`src/rtl/motoro3_pwm_gen.sv`:
```
// motoro3_pwm_gen
//   Edge-aligned PWM generator for a 3-phase bridge with six-step commutation.
//   The PWM period, duty and commutation step are shadowed at each period
//   start. Each phase gets its own dead-time window whenever its drive role
//   changes.
//
// Ports
//   clk          system clock
//   rst          asynchronous, active-high reset
//   enable       run request; 0 forces all gates off
//   lcStep[3:0]  commutation step, 1..6 drive the bridge, anything else is safe-off
//   plLen[15:0]  PWM period in clk cycles (values below MIN_LEN are rejected)
//   pwDuty[15:0] PWM high time in clk cycles
//   pwmHi[2:0]   high-side gates {W,V,U}
//   pwmLo[2:0]   low-side gates {W,V,U}
//   periodStart  one-cycle pulse on the cnt==0 cycle of every period
//   lenErr       one-cycle pulse when a period reload is rejected
module motoro3_pwm_gen #(
  parameter int DEAD_CYC = 8,
  parameter int MIN_LEN  = 16
) (
  input  logic        clk,
  input  logic        rst,
  input  logic        enable,
  input  logic [3:0]  lcStep,
  input  logic [15:0] plLen,
  input  logic [15:0] pwDuty,
  output logic [2:0]  pwmHi,
  output logic [2:0]  pwmLo,
  output logic        periodStart,
  output logic        lenErr
);

  localparam int DW = $clog2(DEAD_CYC + 1);

  typedef enum logic {IDLE = 1'b0, RUN = 1'b1} state_t;
  // Drive role of a single phase
  typedef enum logic [1:0] {DRV_OFF = 2'd0, DRV_HI = 2'd1, DRV_LO = 2'd2} drv_t;

  state_t      state_q, state_d;
  logic [15:0] cnt_q, cnt_d;
  logic [15:0] len_sh_q, len_sh_d;
  logic [15:0] duty_sh_q, duty_sh_d;
  logic [3:0]  step_sh_q, step_sh_d;
  logic        period_start_q, period_start_d;
  logic        len_err_q, len_err_d;
  logic [2:0]  pwm_hi_q, pwm_hi_d;
  logic [2:0]  pwm_lo_q, pwm_lo_d;
  drv_t        req_q [3];
  drv_t        req_d [3];
  drv_t        req_s [3];
  logic [DW-1:0] dead_q [3];
  logic [DW-1:0] dead_d [3];

  logic        len_ok_s;
  logic [15:0] duty_clip_s;
  logic        run_s;
  logic        pwm_on_s;

  // Reload qualification and duty clipping against the incoming period
  always_comb begin
    len_ok_s    = (plLen >= 16'(MIN_LEN));
    duty_clip_s = (pwDuty < plLen) ? pwDuty : plLen;
  end

  // Period sequencer: state, counter, shadows and status pulses
  always_comb begin
    state_d        = state_q;
    cnt_d          = cnt_q;
    len_sh_d       = len_sh_q;
    duty_sh_d      = duty_sh_q;
    step_sh_d      = step_sh_q;
    period_start_d = 1'b0;
    len_err_d      = 1'b0;
    case (state_q)
      IDLE: begin
        cnt_d = 16'd0;
        if (enable) begin
          if (len_ok_s) begin
            len_sh_d       = plLen;
            duty_sh_d      = duty_clip_s;
            step_sh_d      = lcStep;
            period_start_d = 1'b1;
            state_d        = RUN;
          end else begin
            len_err_d = 1'b1;
          end
        end else begin
          state_d = IDLE;
        end
      end
      RUN: begin
        // Dropping enable beats a coincident reload
        if (!enable) begin
          state_d = IDLE;
          cnt_d   = 16'd0;
        end else if (cnt_q == (len_sh_q - 16'd1)) begin
          cnt_d          = 16'd0;
          period_start_d = 1'b1;
          if (len_ok_s) begin
            len_sh_d  = plLen;
            duty_sh_d = duty_clip_s;
            step_sh_d = lcStep;
          end else begin
            // Rejected reload: old shadows stay, period restarts anyway
            len_err_d = 1'b1;
          end
        end else begin
          cnt_d = cnt_q + 16'd1;
        end
      end
      default: begin
        state_d = IDLE;
        cnt_d   = 16'd0;
      end
    endcase
  end

  // Commutation decode: role of each phase from the shadowed step
  always_comb begin
    run_s    = (state_q == RUN) && enable;
    pwm_on_s = (cnt_q < duty_sh_q);
    for (int i = 0; i < 3; i++) begin
      req_s[i] = DRV_OFF;
    end
    if (run_s) begin
      case (step_sh_q)
        4'd1: begin req_s[0] = DRV_HI; req_s[1] = DRV_LO; end
        4'd2: begin req_s[0] = DRV_HI; req_s[2] = DRV_LO; end
        4'd3: begin req_s[1] = DRV_HI; req_s[2] = DRV_LO; end
        4'd4: begin req_s[1] = DRV_HI; req_s[0] = DRV_LO; end
        4'd5: begin req_s[2] = DRV_HI; req_s[0] = DRV_LO; end
        4'd6: begin req_s[2] = DRV_HI; req_s[1] = DRV_LO; end
        default: begin
          // Illegal steps are a silent safe-off
          req_s[0] = DRV_OFF;
        end
      endcase
    end else begin
      req_s[0] = DRV_OFF;
    end
  end

  // Per-phase dead time; hi and lo derive from one role so they are exclusive
  always_comb begin
    pwm_hi_d = 3'b000;
    pwm_lo_d = 3'b000;
    for (int i = 0; i < 3; i++) begin
      req_d[i]  = req_s[i];
      dead_d[i] = dead_q[i];
      if (req_s[i] != req_q[i]) begin
        // Going off needs no wait; any other change (re)opens the window
        if (req_s[i] == DRV_OFF) begin
          dead_d[i] = '0;
        end else begin
          dead_d[i] = DW'(DEAD_CYC - 1);
        end
      end else if (dead_q[i] != '0) begin
        dead_d[i] = dead_q[i] - {{(DW-1){1'b0}}, 1'b1};
      end else begin
        pwm_hi_d[i] = (req_s[i] == DRV_HI) && pwm_on_s;
        pwm_lo_d[i] = (req_s[i] == DRV_LO);
      end
    end
  end

  // State and output registers
  always_ff @(posedge clk or posedge rst) begin
    if (rst) begin
      state_q        <= IDLE;
      cnt_q          <= 16'd0;
      len_sh_q       <= 16'd0;
      duty_sh_q      <= 16'd0;
      step_sh_q      <= 4'd0;
      period_start_q <= 1'b0;
      len_err_q      <= 1'b0;
      pwm_hi_q       <= 3'b000;
      pwm_lo_q       <= 3'b000;
      for (int i = 0; i < 3; i++) begin
        req_q[i]  <= DRV_OFF;
        dead_q[i] <= '0;
      end
    end else begin
      state_q        <= state_d;
      cnt_q          <= cnt_d;
      len_sh_q       <= len_sh_d;
      duty_sh_q      <= duty_sh_d;
      step_sh_q      <= step_sh_d;
      period_start_q <= period_start_d;
      len_err_q      <= len_err_d;
      pwm_hi_q       <= pwm_hi_d;
      pwm_lo_q       <= pwm_lo_d;
      for (int i = 0; i < 3; i++) begin
        req_q[i]  <= req_d[i];
        dead_q[i] <= dead_d[i];
      end
    end
  end

  assign pwmHi       = pwm_hi_q;
  assign pwmLo       = pwm_lo_q;
  assign periodStart = period_start_q;
  assign lenErr      = len_err_q;

endmodule
```
`config.mk`:
```
export PLATFORM = sky130hd
export DESIGN_NAME = motoro3_pwm_gen
export DESIGN_NICKNAME = d
export VERILOG_FILES = /design/src/rtl/motoro3_pwm_gen.sv
export SDC_FILE = /design/constraint.sdc
export NUM_CORES = 1
export LEC_CHECK = 0
export ABC_AREA = 1
export CAP_MARGIN = 10
export CORE_UTILIZATION = 40
export CTS_BUF_LIST = sky130_fd_sc_hd__clkbuf_8
export CTS_CLUSTER_DIAMETER = 120
export DETAILED_ROUTE_END_ITERATION = 10
export PLACE_DENSITY = 0.58
export SKIP_LAST_GASP = 1
export SYNTH_ARGS = -nofsm -noshare
export SYNTH_HDL_FRONTEND = slang
export SYNTH_SLANG_ARGS = --single-unit
```
`constraint.sdc`:
```
create_clock -name clk -period 6.7 [get_ports clk]
set_input_delay 1.005 -clock clk [delete_from_list [all_inputs] [get_ports clk]]
set_output_delay 1.005 -clock clk [all_outputs]
set_load 0.005 [all_outputs]
```
==> flow_metrics.tcl <==
set metrics [dict create \
    postLayoutCellArea_sq_um 6000 \
    dieArea_sq_um 13500 \
    hold_class "register to register" \
    p_total_uw 1450 \
    synth_fp_nets 778 \
    fin_util_pct 47.3 \
    max-slew-margin-rel_pct 33.5 \
    viasPerCell 4.81 \
    dr.first_iter.drc_count 201 \
    ctsLongestPathBuffers 2 \
    antenna_found_initial 0 \
    ir_drop_uv 167 \
    timing.critical_path.buf_inv 2 \
    track_usage_pct 18.8 \
    drc_errors 0 \
    crit_type "input pin to register" \
    wl_um 11600 \
    fin_nets 823 \
    start_util_pct 41.2 \
    syn2layout_area_growth_pct 15.0 \
    finalCritPeriodShare_pct 49.9 \
    critPathMostFrequentCell "nand2_1" \
    drive_above_1_share_pct 6.39 \
    max_cap_viol_count 0 \
    clock_sinks 79 \
    post-dp-hpwl_um 9090 \
    layout_common_cells "nand2_1, inv_1, dfrtp_1" \
    synth_cell_types 35 \
    cp_top_family "simple AND/OR/NAND/NOR gates" \
    overflow 0 \
    routed-via-count 4442 \
    die-height_um 116 \
    tritoncts "built" \
    period_needed_ps 3340 \
    dp_slack_ps 2960 \
    end_kind "register" \
    cts_root_buf "clkbuf_8" \
    worst_slack_ps 3360 \
    hold_viol 0 \
    dr.pass1.iters 4 \
    grt_pass1_wl_um 19800 \
    avgSynthCellArea_sq_um 7.44 \
    h-tree-depth 3 \
    synth_seq_cells 79 \
    tns_ps 0 \
    wl_per_cell_um 12.5 \
    syn_area_sq_um 5220 \
    cp.arrival_ps 3600 \
    postCtsSetupRepairBufs 0 \
    multiInputGateArea_sq_um 2790 \
    ctsHoldBuffers 0 \
    rsz0062_at_grt "no" \
    pwr_density_cell_nw_per_um2 242 \
    antenna_left 0 \
    p_leak_uw 0.00316 \
    cts_resized 0 \
    slowest_stage "clkdlybuf4s50_1" \
    critPathMaxFanout 17 \
    yosysWarnings 0 \
    gp_congestion 0.836 \
    numPortBuffers 46 \
    grt_max_degree 80 \
    cp.required_ps 6960 \
    status "completed" \
    syn_inst 701 \
    cp_cell_sequence "clkdlybuf4s50_1 -> inv_1 -> ha_1 -> a21oi_1 -> nor2_1 -> a211oi_1 -> nand2_1 -> nand2_1 -> nand2_1 -> nand2_1 -> nand2_1 -> nand3_2 -> nand2_1" \
    core_sq_um 12700 \
    antenna_cells 0 \
    fillerInstances 1301 \
    die_x_um 116 \
    worstSkewPairLatency_ps 380 \
    final_common_cell "nand2_1" \
    clk_pin_slew_worst_paths_ps 80 \
    slew_viol_final 0 \
    pin_count 47 \
    skew_ps 11.7 \
    final-seq-area_sq_um 1980 \
    cp-start-kind "input pin" \
    rows 41 \
    place_area_sq_um 5800 \
    slowest_delay_ps 510 \
    grt_pass1_vias 4292 \
    yosysSeqAreaShare_pct 37.9 \
    tightestPinTransition_ps 997 \
    cts_buffers 9 \
    report.final.setup_viol 0 \
    max_freq_mhz 299 \
]
[stage by stage]
stage | instances | hold WS [ps]
final | 923 | 474
after global routing | 923 | 500
after CTS | 923 | 480
after detailed placement | 907 | 459
after global placement | 907 | 463
after floorplan | 701 | 442
[metal layers]
| layer | vias to the layer above | share of wire (%) | wire length (um) | GRT usage, % |
|---|---|---|---|---|
| met2 | 85 | 45 | 5250 | 29.6 |
| met1 | 2029 | 50 | 5780 | 26.0 |
| met3 | 15 | 2.7 | 308 | 2.49 |
| li1 | 2313 | - | - | - |
| met5 | - | 0 | 0 | 0 |
| met4 | 0 | 2.1 | 247 | 8.12 |
[power breakdown]
group          switching (uW)  internal, uW
Combinational             283           190
Sequential               62.7           558
Clock                     185           173
[tightest hold or removal path, cell delays in order, from the launching register on]
cell     delay, ps
dfrtp_1        350
nand2_1         50
nand2_1         50
[cell type report]
cell class | count | area share (%)
inverter | 89 | 5.59
tap | 172 | 3.59
clock inverter | 7 | 1.17
clock buffer | 9 | 2.07
sequential | 79 | 33.0
multi-input combinational | 518 | 46.6
timing repair buffer | 49 | 8.06
[Yosys cell counts, drive strengths merged]
library cell | instances | area share [%]
nand2 | 226 | 17
a211oi | 1 | 0.14
nor3 | 17 | 1.9
o21ai | 23 | 2.2
o22ai | 1 | 0.12
clkbuf | 5 | 0.38
buf | 10 | 1.8
ha | 38 | 9.1
a21oi | 22 | 2.1
and2 | 1 | 0.12
nand3 | 81 | 8.8
or2 | 2 | 0.24
nand3b | 3 | 0.43
a21o | 1 | 0.14
nand4 | 5 | 0.60
nor4 | 1 | 0.12
inv | 89 | 6.4
a21boi | 1 | 0.14
nor2 | 60 | 4.8
dfrtp | 79 | 38
and3 | 2 | 0.24
xor2 | 26 | 4.4
xnor2 | 7 | 1.2
[registers in the layout, summed over array words and instances (netlist names)]
name and flops:
cnt_q 16, len_sh_q 16, periodStart 1, dead_q 12, duty_sh_q 16, pwmHi 3, pwmLo 3, state_q 1
step_sh_q 4, req_q 6, lenErr 1
[cells by family after synthesis]
family / Yosys count / share of synthesized area (%)
buffers and inverters: 104 / 8.57
AO/OA/AOI/OAI: 49 / 4.87
flip-flops: 79 / 37.9
XOR/XNOR: 33 / 5.54
adder cells (fa/ha/maj): 38 / 9.12
AND/OR/NAND/NOR: 398 / 34.0
[final timing paths]
check | from | slack (ps) | end | cells after the start
worst max register to register | len_sh_q[0]$_DFFE_PP0P_ | 3820 | len_sh_q[11]$_DFFE_PP0P_ | 17
max in group asynchronous | rst | 4780 | len_sh_q[13]$_DFFE_PP0P_ | 3
worst min register to register | duty_sh_q[7]$_DFFE_PP0P_ | 470 | duty_sh_q[7]$_DFFE_PP0P_ | 2
worst min-delay path | duty_sh_q[7]$_DFFE_PP0P_ | 470 | duty_sh_q[7]$_DFFE_PP0P_ | 2
worst max-delay path | plLen[5] | 3360 | duty_sh_q[11]$_DFFE_PP0P_ | 13
min in group asynchronous | rst | 1260 | dead_q[9]$_DFFE_PP0P_ | 3
(Power assumes the default switching activity.)
